**config.mk**
```make
export PLATFORM = sky130hd
export DESIGN_NAME = sec_locator_seq
export DESIGN_NICKNAME = d
export VERILOG_FILES = /design/src/rtl/sec_code_pkg.sv /design/src/rtl/sec_col_match.sv /design/src/rtl/sec_locator_seq.sv
export SDC_FILE = /design/constraint.sdc
export NUM_CORES = 1
export LEC_CHECK = 0
export BUFFER_PORTS_ARGS = -buffer_cell sky130_fd_sc_hd__buf_2
export CAP_MARGIN = 20
export CORE_MARGIN = 8
export CORE_UTILIZATION = 60
export CTS_CLUSTER_SIZE = 20
export DETAILED_ROUTE_END_ITERATION = 7
export PLACE_DENSITY = 0.83
export SLEW_MARGIN = 10
export SYNTH_ARGS = -nofsm -noshare
export SYNTH_HDL_FRONTEND = slang
export SYNTH_HIERARCHICAL = 1
export SYNTH_SLANG_ARGS = --single-unit
```
**constraint.sdc**
```tcl
create_clock -name clk -period 6.2 [get_ports clk]
set_clock_uncertainty 0.2 [all_clocks]
set_input_delay 0.31 -clock clk [delete_from_list [all_inputs] [get_ports clk]]
set_output_delay 0.31 -clock clk [all_outputs]
set_load 0.02 [all_outputs]
```
**src/rtl/sec_code_pkg.sv**
```systemverilog
// Shared definitions for the sequential SEC/SECDED locator: H-matrix column
// generation, status codes and the controller state encoding.
package sec_code_pkg;

  typedef enum logic [1:0] {
    S_IDLE   = 2'd0,
    S_SYND   = 2'd1,
    S_SEARCH = 2'd2,
    S_DONE   = 2'd3
  } state_t;

  localparam logic [1:0] ST_CLEAN  = 2'b00;
  localparam logic [1:0] ST_DATA   = 2'b01;
  localparam logic [1:0] ST_CHECK  = 2'b10;
  localparam logic [1:0] ST_UNCORR = 2'b11;

  // Smallest R giving at least k distinct columns of weight >= 2.
  function automatic int calc_r(input int k);
    int r;
    r = 1;
    while (((1 << r) - r - 1) < k) r++;
    return r;
  endfunction

  // Data column i is the i-th value of weight >= 2 in ascending order;
  // check column j is the unit vector 1<<j; anything past the code is zero.
  function automatic logic [31:0] h_col(input int i, input int k, input int r);
    logic [31:0] res;
    int n;
    int pc;
    res = '0;
    n   = 0;
    if (i < k) begin
      for (int v = 0; v < (1 << r); v++) begin
        pc = 0;
        for (int b = 0; b < r; b++) pc += (v >> b) & 1;
        if (pc >= 2) begin
          if (n == i) res = 32'(v);
          n++;
        end
      end
    end else if (i < k + r) begin
      res = 32'(1) << (i - k);
    end
    return res;
  endfunction

endpackage

```
**src/rtl/sec_col_match.sv**
```systemverilog
// Compares the syndrome against one group of LANES H columns; columns beyond
// the coded bits never match. Lowest matching lane is reported.
module sec_col_match
  import sec_code_pkg::*;
#(
  parameter int K     = 28,
  parameter int R     = 6,
  parameter int LANES = 4,
  parameter int GW    = 4,
  parameter int LW    = 2
) (
  input  logic [R-1:0]  i_syn,
  input  logic [GW-1:0] i_grp,
  output logic          o_hit,
  output logic [LW-1:0] o_lane
);

  localparam int NB   = K + R;
  localparam int NPAD = (1 << GW) * LANES;
  localparam int IW   = $clog2(NPAD);

  logic [R-1:0] w_col [NPAD];
  logic         w_ok  [NPAD];
  logic [IW-1:0] w_idx;

  // Table padded to every reachable group index so lookups never go out of range.
  for (genvar c = 0; c < NPAD; c++) begin : g_tab
    assign w_col[c] = R'(h_col(c, K, R));
    assign w_ok[c]  = (c < NB);
  end

  always_comb begin
    o_hit  = 1'b0;
    o_lane = '0;
    w_idx  = '0;
    for (int l = LANES - 1; l >= 0; l--) begin
      w_idx = IW'(int'(i_grp) * LANES + l);
      if (w_ok[w_idx] && (w_col[w_idx] == i_syn)) begin
        o_hit  = 1'b1;
        o_lane = LW'(l);
      end
    end
  end

endmodule

```
**src/rtl/sec_locator_seq.sv**
```systemverilog
// Handshaked SEC/SECDED locator: latch a codeword, form its syndrome, then
// search the H matrix LANES columns per cycle and return corrected data.
module sec_locator_seq
  import sec_code_pkg::*;
#(
  parameter  int K      = 28,
  parameter  int LANES  = 4,
  parameter  int SECDED = 1,
  localparam int R      = calc_r(K),
  localparam int CW     = K + R + SECDED,
  localparam int PW     = $clog2(CW)
) (
  input  logic          clk,
  input  logic          rst,
  input  logic          in_valid,
  output logic          in_ready,
  input  logic [CW-1:0] cw_in,
  output logic          out_valid,
  input  logic          out_ready,
  output logic [K-1:0]  data_out,
  output logic [PW-1:0] err_pos,
  output logic [1:0]    status
);

  localparam int NB = K + R;
  localparam int G  = (NB + LANES - 1) / LANES;
  localparam int GW = (G > 1) ? $clog2(G) : 1;
  localparam int LW = (LANES > 1) ? $clog2(LANES) : 1;

  state_t        r_state;
  logic [CW-1:0] r_cw;
  logic [R-1:0]  r_syn;
  logic [GW-1:0] r_grp;
  logic          r_in_ready;
  logic          r_out_valid;
  logic [K-1:0]  r_data_out;
  logic [PW-1:0] r_err_pos;
  logic [1:0]    r_status;

  logic [R-1:0]  w_hcol [NB];
  logic [R-1:0]  w_syn;
  logic          w_op;
  logic          w_hit;
  logic [LW-1:0] w_lane;
  logic [31:0]   w_hit_col;
  logic [K-1:0]  w_fix_data;

  for (genvar b = 0; b < NB; b++) begin : g_hcol
    assign w_hcol[b] = R'(h_col(b, K, R));
  end

  always_comb begin
    w_syn = '0;
    for (int b = 0; b < NB; b++) begin
      if (r_cw[b]) w_syn = w_syn ^ w_hcol[b];
    end
  end

  // Without SECDED the overall parity is treated as always even.
  assign w_op = (SECDED != 0) ? (^r_cw) : 1'b0;

  sec_col_match #(
    .K     (K),
    .R     (R),
    .LANES (LANES),
    .GW    (GW),
    .LW    (LW)
  ) u_match (
    .i_syn  (r_syn),
    .i_grp  (r_grp),
    .o_hit  (w_hit),
    .o_lane (w_lane)
  );

  assign w_hit_col  = 32'(r_grp) * 32'(LANES) + 32'(w_lane);
  assign w_fix_data = r_cw[K-1:0] ^
                      ((w_hit_col < 32'(K)) ? ({{(K-1){1'b0}}, 1'b1} << w_hit_col) : '0);

  // Handshake: a transfer happens on a rising edge where valid and ready are
  // both high; out_valid and the result stay stable until out_ready is seen.
  always_ff @(posedge clk) begin
    if (rst) begin
      r_state     <= S_IDLE;
      r_cw        <= '0;
      r_syn       <= '0;
      r_grp       <= '0;
      r_in_ready  <= 1'b1;
      r_out_valid <= 1'b0;
      r_data_out  <= '0;
      r_err_pos   <= '0;
      r_status    <= ST_CLEAN;
    end else begin
      unique case (r_state)
        S_IDLE: begin
          if (in_valid && r_in_ready) begin
            r_cw       <= cw_in;
            r_in_ready <= 1'b0;
            r_state    <= S_SYND;
          end
        end
        S_SYND: begin
          r_syn <= w_syn;
          r_grp <= '0;
          if (w_syn == '0 && !w_op) begin
            r_data_out  <= r_cw[K-1:0];
            r_err_pos   <= '0;
            r_status    <= ST_CLEAN;
            r_out_valid <= 1'b1;
            r_state     <= S_DONE;
          end else if (w_syn == '0) begin
            r_data_out  <= r_cw[K-1:0];
            r_err_pos   <= PW'(CW - 1);
            r_status    <= ST_CHECK;
            r_out_valid <= 1'b1;
            r_state     <= S_DONE;
          end else if (SECDED != 0 && !w_op) begin
            r_data_out  <= r_cw[K-1:0];
            r_err_pos   <= '0;
            r_status    <= ST_UNCORR;
            r_out_valid <= 1'b1;
            r_state     <= S_DONE;
          end else begin
            r_state <= S_SEARCH;
          end
        end
        S_SEARCH: begin
          if (w_hit) begin
            r_data_out  <= w_fix_data;
            r_err_pos   <= PW'(w_hit_col);
            r_status    <= (w_hit_col < 32'(K)) ? ST_DATA : ST_CHECK;
            r_out_valid <= 1'b1;
            r_state     <= S_DONE;
          end else if (r_grp == GW'(G - 1)) begin
            r_data_out  <= r_cw[K-1:0];
            r_err_pos   <= '0;
            r_status    <= ST_UNCORR;
            r_out_valid <= 1'b1;
            r_state     <= S_DONE;
          end else begin
            r_grp <= r_grp + 1'b1;
          end
        end
        S_DONE: begin
          if (out_ready) begin
            r_out_valid <= 1'b0;
            r_in_ready  <= 1'b1;
            r_state     <= S_IDLE;
          end
        end
        default: r_state <= S_IDLE;
      endcase
    end
  end

  assign in_ready  = r_in_ready;
  assign out_valid = r_out_valid;
  assign data_out  = r_data_out;
  assign err_pos   = r_err_pos;
  assign status    = r_status;

endmodule

```
==> results of run 1 <==
Yosys cell counts (11+ instances only):
| library cell | instances | area share |
|---|---|---|
| xor2_1 | 35 | 0.060 |
| o21ai_0 | 13 | 0.013 |
| dfxtp_1 | 85 | 0.33 |
| nor3_1 | 13 | 0.013 |
| nor2_1 | 24 | 0.018 |
| clkbuf_1 | 25 | 0.018 |
| inv_1 | 15 | 0.011 |
| nand2_1 | 99 | 0.072 |
| xnor2_1 | 58 | 0.099 |
| a21oi_1 | 86 | 0.084 |
| buf_2 | 11 | 0.011 |
| ha_1 | 14 | 0.034 |
| nand3_1 | 14 | 0.014 |
| a311oi_1 | 28 | 0.048 |
layout make-up:
cell class                 instances  share of cell area
inverter                          15             0.00938
timing repair buffer             110               0.120
sequential                        85               0.283
tap                              105              0.0219
multi-input combinational        472               0.529
clock buffer                       9              0.0206
clock inverter                     6              0.0158
cell families (layout without fill, tap and decap cells):
kind of cell | after synthesis | in the layout
AO/OA/AOI/OAI | 154 | 154
XOR/XNOR | 103 | 103
adder cells (fa/ha/maj) | 14 | 14
buffers and inverters | 58 | 140
flip-flops | 85 | 85
multiplexers | 5 | 5
AND/OR/NAND/NOR | 196 | 196
worst min-delay path by stage:
stage	startpoint	to	slack (ns)	depth (start not counted)
5_1_grt	cw_in[21]	r_cw[21]	0.004	3
2_1_floorplan	cw_in[28]	r_cw[28]	0.25	2
6_report	cw_in[18]	r_cw[18]	0.01	3
3_5_place_dp	out_valid	out_valid	0.26	2
4_1_cts	cw_in[19]	r_cw[19]	0.001	3
3_3_place_gp	out_valid	out_valid	0.25	2
stage by stage:
step | power, uW | setup slack (ns) | hold WS (ns)
6_report | 3360 | 1.89 | 0.0114
5_1_grt | 3560 | 1.42 | 0.00416
4_1_cts | 3310 | 1.94 | 0.00137
3_5_place_dp | 2850 | 1.96 | 0.261
3_3_place_gp | 2800 | 2.16 | 0.251
2_1_floorplan | 2510 | 2.44 | 0.246
critical path, delay by kind of cell (launching register included):
| family | cells | cell delay [ns] |
|---|---|---|
| compound gates | 2 | 0.61 |
| flops | 1 | 0.68 |
| buf+inv | 2 | 0.24 |
| xor+xnor | 2 | 0.34 |
| simple gates | 8 | 1.75 |
| fa+ha+maj | 1 | 0.39 |
flip-flops by register name, summed over array words and instances (netlist names):
signal,flops
r_grp,4
err_pos,6
in_ready,1
data_out,28
out_valid,1
status,2
r_state,2
r_cw,35
r_syn,6
report_power, final:
group	switching [uW]	internal, uW
Combinational	1230	843
Clock	213	229
Sequential	162	679
Total	1600	1750
routing by layer:
| layer | vias to the layer above | routed length, um |
|---|---|---|
| met2 | 202 | 6730 |
| met1 | 2198 | 6260 |
| met5 | - | 0 |
| met3 | 30 | 1210 |
| met4 | 0 | 260 |
| li1 | 2294 | - |
==> impl_metrics.tcl, run 1 <==
set metrics [dict create \
    hold_path.class "input pin to flop" \
    fmaxAchievable_ghz 0.232 \
    grt_max_degree 86 \
    cts_buffers 9 \
    arrival_ns 4.37 \
    yosysSeqAreaShare 0.331 \
    muxShareOfSynthArea 0.00973 \
    fin_nets 746 \
    reg2reg_from "r_grp[1]" \
    reg2reg_depth 15 \
    synth_area_um2 5140 \
    grt_overflow 0 \
    layout_min_cycle_time_ns 4.31 \
    die_w_um 109 \
    layout-drive-gt1-share 0.161 \
    postRouteAntennaNets 0 \
    cts.sinks 85 \
    wl_per_cell_um 18.0 \
    yosys.area_share.simple 0.183 \
    track_usage 0.243 \
    setup_viol 0 \
    clock_path_buffers 2 \
    r2r-end "data_out[17]" \
    synth-adder-area-share 0.0341 \
    final_hold_viol_count 0 \
    ioPinCount 77 \
    insertion_delay_ns 0.37 \
    fill_cells 624 \
    fp-row-count 33 \
    use_met1 0.316 \
    syn-mean-instance-area_um2 8.36 \
    critPathSlowestCell "dfxtp_1" \
    cts_tree "done" \
    endpoint "data_out[17]" \
    n_antenna_cell 0 \
    final_area_um2 6000 \
    cts_setup_buffers 0 \
    worstMarginPinSlew_ns 0.995 \
    finalMaxSlewViolations 0 \
    critPathKind "flop to flop" \
    drt-total-wl_um 14500 \
    leakage_uw 0.00229 \
    place_area_um2 5470 \
    ys.warnings.count 6 \
    fin_crit_sh 0.696 \
    clock-root-buffer "clkbuf_8" \
    die_h_um 109 \
    portBuffers 76 \
    clk_pin_slew_worst_paths_ns 0.09 \
    peakVddDrop_v 0.000641 \
    use_met2 0.384 \
    synthArstFlopShare 0 \
    placedCellCount 756 \
    finalWeightedCongestion 0.953 \
    vias_per_cell 5.89 \
    regArea_um2 1700 \
    instances_no_fill 802 \
    yosys.cell_types.count 60 \
    relSlewSlack 0.336 \
    use_met3 0.0619 \
    cts-hold-fix-buffers 30 \
    dieArea_um2 11800 \
    initial_utilization 0.623 \
    layout_common_cells "nand2_1 (99), a21oi_1 (86), dfxtp_1 (85)" \
    firstDrtPassIters 5 \
    grt_pass1_vias 4528 \
    tns_ns 0 \
    busiest_layer "met2" \
    cts_resized 0 \
    drt_iter0_markers 443 \
    final_util 0.727 \
    crit_path_end_kind "flop" \
    ctsHtreeMaxLevel 3 \
    start_kind "flop" \
    crit_path_frequent_cell "nand2_1" \
    maxCapViolations 0 \
    max_stage_delay_ns 0.68 \
    worstPathRequired_ns 6.25 \
    route.vias.total 4724 \
    core_area_um2 8260 \
    synth_compound_area_frac 0.191 \
    cp_max_fo 16 \
    synth_nets 668 \
    crit_path_start "r_grp[1]" \
    synth_edf_count 0 \
    rsz0062_at_grt "no" \
    path_cells "inv_1 > ha_1 > inv_1 > o21ai_0 > xor2_1 > nand2_1 > or4_4 > nand4_1 > nand2_1 > nor3_1 > nand2_1 > nor3_1 > nand2_1 > xor2_1 > a311oi_1" \
    status "completed" \
    drc 0 \
    netlist_instances 615 \
    ys.flop_type "dfxtp_1" \
    p_per_area_nw_per_um2 559 \
    dp_hpwl_um 9790 \
    synth_top_family_by_area "XOR/XNOR gates" \
    antenna_found_initial 0 \
    syn_to_final_growth_pct 16.7 \
    rrSetupSlack_ns 1.89 \
    multi_input_area_um2 3180 \
    final_common_cell "nand2_1" \
    synth-seq-cells 85 \
    synth_xor_area_frac 0.199 \
    grt_pass1_wl_um 22800 \
]
Power figures use the tool's default switching activity.
==> inputs of run 2 (changes only) <==
- CORE_UTILIZATION: 60 -> 58
- PLACE_DENSITY: 0.83 -> 0.81
- clock period: 6.2 -> 4 ns (I/O delays scaled with it)
==> impl_metrics.tcl, run 2 (synthesized netlist as in run 1, its figures left out) <==
set metrics [dict create \
    final_hold_viol_count 0 \
    largest_reg_flops 35 \
    critPathKind "flop to flop" \
    drt_iter0_markers 380 \
    leakage_uw 0.00241 \
    final_common_cell "nand2_1" \
    rsz0062_at_grt "yes" \
    grt_max_degree 62 \
    cts_buffers 9 \
    worstMarginPinSlew_ns 0.818 \
    initial_utilization 0.593 \
    relSlewSlack 0.455 \
    instances_no_fill 822 \
    clock_path_buffers 2 \
    power_switching_share 0.463 \
    placedCellCount 770 \
    whs_ns 0.0175 \
    dp_slack_ns 0.217 \
    p_sw_uw 2470 \
    tns_ns 0 \
    grt_pass1_wl_um 23100 \
    postRouteAntennaNets 0 \
    layout-drive-gt1-share 0.176 \
    cp_max_fo 12 \
    regMostFlops "r_cw" \
    portBuffers 76 \
    ioPinCount 77 \
    setup_viol 0 \
    dp_hpwl_um 9960 \
    status "completed" \
    finalWeightedCongestion 0.973 \
    die_w_um 110 \
    maxCapViolations 0 \
    layout_common_cells "nand2_1 (99), a21oi_1 (86), dfxtp_1 (84)" \
    combPwrFrac 0.630 \
    regArea_um2 1700 \
    seq_power_share 0.239 \
    insertion_delay_ns 0.36 \
    die_h_um 110 \
    route.vias.total 4856 \
    dieArea_um2 12100 \
    hold_path.class "input pin to flop" \
    drc 0 \
    core_area_um2 8680 \
    grt_pass1_vias 4741 \
    fin_nets 763 \
    fin_crit_sh 0.950 \
    peakVddDrop_v 0.000787 \
    syn_to_final_growth_pct 20.6 \
    clkPwrFrac 0.131 \
    start_kind "flop" \
    drt-total-wl_um 14300 \
    crit_path_end_kind "flop" \
    multi_input_area_um2 3190 \
    cts.sinks 85 \
    wl_per_cell_um 17.4 \
    fp-row-count 34 \
    clk_pin_slew_worst_paths_ns 0.09 \
    n_antenna_cell 0 \
    fmaxAchievable_ghz 0.263 \
    layout_min_cycle_time_ns 3.80 \
    clock-root-buffer "clkbuf_8" \
    arrival_ns 3.87 \
    vias_per_cell 5.91 \
    worstPathRequired_ns 4.07 \
    final_util 0.715 \
    firstDrtPassIters 5 \
    grt_overflow 0 \
    p_per_area_nw_per_um2 860 \
    fill_cells 637 \
    track_usage 0.238 \
    worst_slack_ns 0.198 \
    ctsHtreeMaxLevel 3 \
    cts_tree "done" \
    p_int_uw 2870 \
    antenna_found_initial 0 \
    finalMaxSlewViolations 0 \
]
run 2: changes by cell type in the layout (fill, tap and decap cells not counted), sizes merged:
cell,delta
dlygate4sd3,+6
clkinvlp,-2
clkbuf,+2
buf,+11
run 2: stage by stage:
stage	total power [uW]	cell area, um^2
after floorplan	3890	5140
after global placement	4450	5570
after detailed placement	4550	5590
after CTS	5270	6180
after global routing	5680	6200
final	5330	6200
run 2: layout make-up:
class / instances / area share
Clock buffer: 11 / 0.0244
Clock inverter: 4 / 0.0125
Inverter: 15 / 0.00907
Multi-Input combinational cell: 472 / 0.514
Sequential cell: 85 / 0.274
Tap cell: 108 / 0.0218
Timing Repair Buffer: 127 / 0.144
run 2: path summary, 6_finish.rpt:
path / startpoint / endpoint / slack [ns] / depth (start not counted)
worst max-delay path: r_grp[0] / data_out[7] / 0.20 / 14
worst min-delay path: in_valid / in_ready / 0.02 / 4
worst max register to register: r_grp[0] / data_out[7] / 0.20 / 14
worst min register to register: out_valid / out_valid / 0.27 / 2
run 2: timing repair:
item / in CTS / in global routing
hold endpoints to repair: 36 / 0
setup buffers: 0 / 0
hold buffers: 36 / 0
resized for setup: 0 / 4
setup endpoints to repair: 0 / 16
run 2: power groups by stage:
| stage | clock, uW | combinational, uW | sequential, uW |
|---|---|---|---|
| 2_1_floorplan | 0 | 2580 | 1310 |
| 3_3_place_gp | 0 | 3170 | 1280 |
| 3_5_place_dp | 0 | 3260 | 1290 |
| 4_1_cts | 703 | 3300 | 1270 |
| 5_1_grt | 738 | 3640 | 1300 |
| 6_report | 700 | 3360 | 1280 |
run 2: metal layers:
metal	global-route usage	vias to the layer above	share of wire
li1	-	2334	-
met1	0.306	2286	0.42
met2	0.392	209	0.48
met3	0.0471	27	0.089
met4	0.0790	0	0.018
met5	0	-	0
run 2: critical path: stages, from the launching register on:
cell	delay [ns]
dfxtp_1	0.38
buf_4	0.22
ha_1	0.28
a21oi_1	0.11
o21ai_1	0.19
xor2_1	0.18
nand2_1	0.06
or4_4	0.43
nand4_1	0.14
nand2_1	0.14
or3_1	0.44
nor3_1	0.39
nand3_1	0.16
xor2_1	0.17
a311oi_1	0.25
==> inputs of run 3 (changes only) <==
- CELL_PAD_IN_SITES_DETAIL_PLACEMENT: default -> 1
- CELL_PAD_IN_SITES_GLOBAL_PLACEMENT: default -> 1
- CORE_UTILIZATION: 58 -> 43
- PLACE_DENSITY: 0.81 -> default
- PLACE_DENSITY_LB_ADDON: default -> 0.1
==> impl_metrics.tcl, run 3 (synthesized netlist as in run 1, its figures left out) <==
set metrics [dict create \
    postRouteAntennaNets 0 \
    final_util 0.538 \
    worstMarginPinSlew_ns 0.871 \
    grt_max_degree 62 \
    layout_common_cells "nand2_1 (99), a21oi_1 (86), dfxtp_1 (85)" \
    p_per_area_nw_per_um2 874 \
    syn_to_final_growth_pct 24.0 \
    fin_crit_sh 0.935 \
    grt_pass1_vias 4930 \
    dp_slack_ns 0.144 \
    ioPinCount 77 \
    r2r-end "data_out[12]" \
    final_common_cell "nand2_1" \
    cts_buffers 9 \
    fmaxAchievable_ghz 0.267 \
    max_stage_delay_ns 0.44 \
    clock-root-buffer "clkbuf_16" \
    worst_slack_ns 0.260 \
    insertion_delay_ns 0.35 \
    antenna_found_initial 0 \
    fin_nets 767 \
    finalMaxSlewViolations 0 \
    die_w_um 125 \
    critPathSlowestCell "or4_4" \
    n_antenna_cell 0 \
    hold_path.class "input pin to flop" \
    path_cells "inv_1 > ha_1 > inv_1 > o21ai_1 > xor2_1 > nand2_1 > or4_4 > nand4_1 > nand2_1 > or3_4 > or3_1 > nor3_1 > xnor2_1 > a311oi_1" \
    core_area_um2 11900 \
    drt_iter0_markers 372 \
    die_h_um 125 \
    layout-drive-gt1-share 0.186 \
    crit_path_start "r_grp[0]" \
    cp_top_family "simple AND/OR/NAND/NOR gates" \
    arrival_ns 3.80 \
    firstDrtPassIters 4 \
    clk_pin_slew_worst_paths_ns 0.06 \
    drc 0 \
    grt_pass1_wl_um 27000 \
    start_kind "flop" \
    critPathKind "flop to flop" \
    reg2reg_from "r_grp[0]" \
    status "completed" \
    rsz0062_at_grt "no" \
    route.vias.total 4773 \
    worstPathRequired_ns 4.06 \
    cp.depth 14 \
    initial_utilization 0.434 \
    tns_ns 0 \
    cp_max_fo 7 \
    relSlewSlack 0.420 \
    maxCapViolations 0 \
    regMostFlops "r_cw" \
    portBuffers 76 \
    wl_per_cell_um 18.9 \
    track_usage 0.212 \
    grt_overflow 0 \
    cts_tree "done" \
    setup_viol 0 \
    drt-total-wl_um 16400 \
    fp-row-count 40 \
    leakage_uw 0.00246 \
    dp_hpwl_um 11500 \
    ctsHtreeMaxLevel 3 \
    peakVddDrop_v 0.000597 \
    finalWeightedCongestion 0.897 \
    layout_min_cycle_time_ns 3.74 \
    largest_reg_flops 35 \
    rrSetupSlack_ns 0.26 \
    crit_path_end_kind "flop" \
    reg2reg_depth 14 \
    path_buf_inv 2 \
    endpoint "data_out[12]" \
    cts.sinks 85 \
    vias_per_cell 5.51 \
    final_hold_viol_count 0 \
    clock_path_buffers 2 \
    dieArea_um2 15700 \
]
## run 3: power by group
group	switching (uW)	leakage [uW]	total [uW]	internal, uW
Clock	360	0.000145	880	521
Sequential	250	0.000696	1300	1050
Combinational	1970	0.00162	3390	1420
Total	2580	0.00246	5570	3000
## run 3: worst register-to-register path, cell delays in order, from the launching register on
cell      delay (ns)
dfxtp_1         0.40
inv_1           0.11
ha_1            0.36
inv_1           0.06
o21ai_1         0.22
xor2_1          0.17
nand2_1         0.07
or4_4           0.44
nand4_1         0.13
nand2_1         0.16
or3_4           0.40
or3_1           0.38
nor3_1          0.20
xnor2_1         0.09
a311oi_1        0.25
## run 3: timing repair
| item | in CTS | in global routing |
|---|---|---|
| buffers inserted | 0 | 1 |
| resized for setup | 0 | 8 |
| hold endpoints to repair | 36 | 0 |
| hold buffers | 36 | 0 |
| endpoints found under the setup margin | 0 | 26 |
## run 3: how the worst min path moves through the flow
stage,start,endpoint,slack (ns),depth (start not counted)
finish,in_valid,in_ready,0.03,4
global route,in_valid,in_ready,0.06,4
CTS,in_valid,in_ready,0.03,4
detailed placement,cw_in[4],r_cw[4],0.25,3
global placement,cw_in[1],r_cw[1],0.24,3
floorplan,cw_in[28],r_cw[28],0.14,2
## run 3: area by class of cell
cell class              count  area [um^2]
clock buffers              12          256
multi-input cells         472         3210
flip-flops and latches     85         1700
inverters                  15         56.3
clock inverters             4         53.8
well taps                 147          184
repair buffers            131          916
fillers                  1426         5480
## run 3: metal layers
metal,vias to the layer above,GRT usage,part of all wire
met5,-,0,0
met1,2316,0.286,0.48
met3,15,0.0497,0.054
met4,0,0.0516,0.0099
li1,2337,-,-
met2,105,0.332,0.46
## run 3: through the flow
stage | std cells | total power (uW) | instance area [um^2] | hold WS, ns
2_1_floorplan | 615 | 3890 | 5140 | 0.136
3_3_place_gp | 812 | 4540 | 5650 | 0.241
3_5_place_dp | 812 | 4630 | 5650 | 0.248
4_1_cts | 864 | 5550 | 6320 | 0.0259
5_1_grt | 866 | 5960 | 6380 | 0.0571
6_report | 866 | 5570 | 6380 | 0.0350
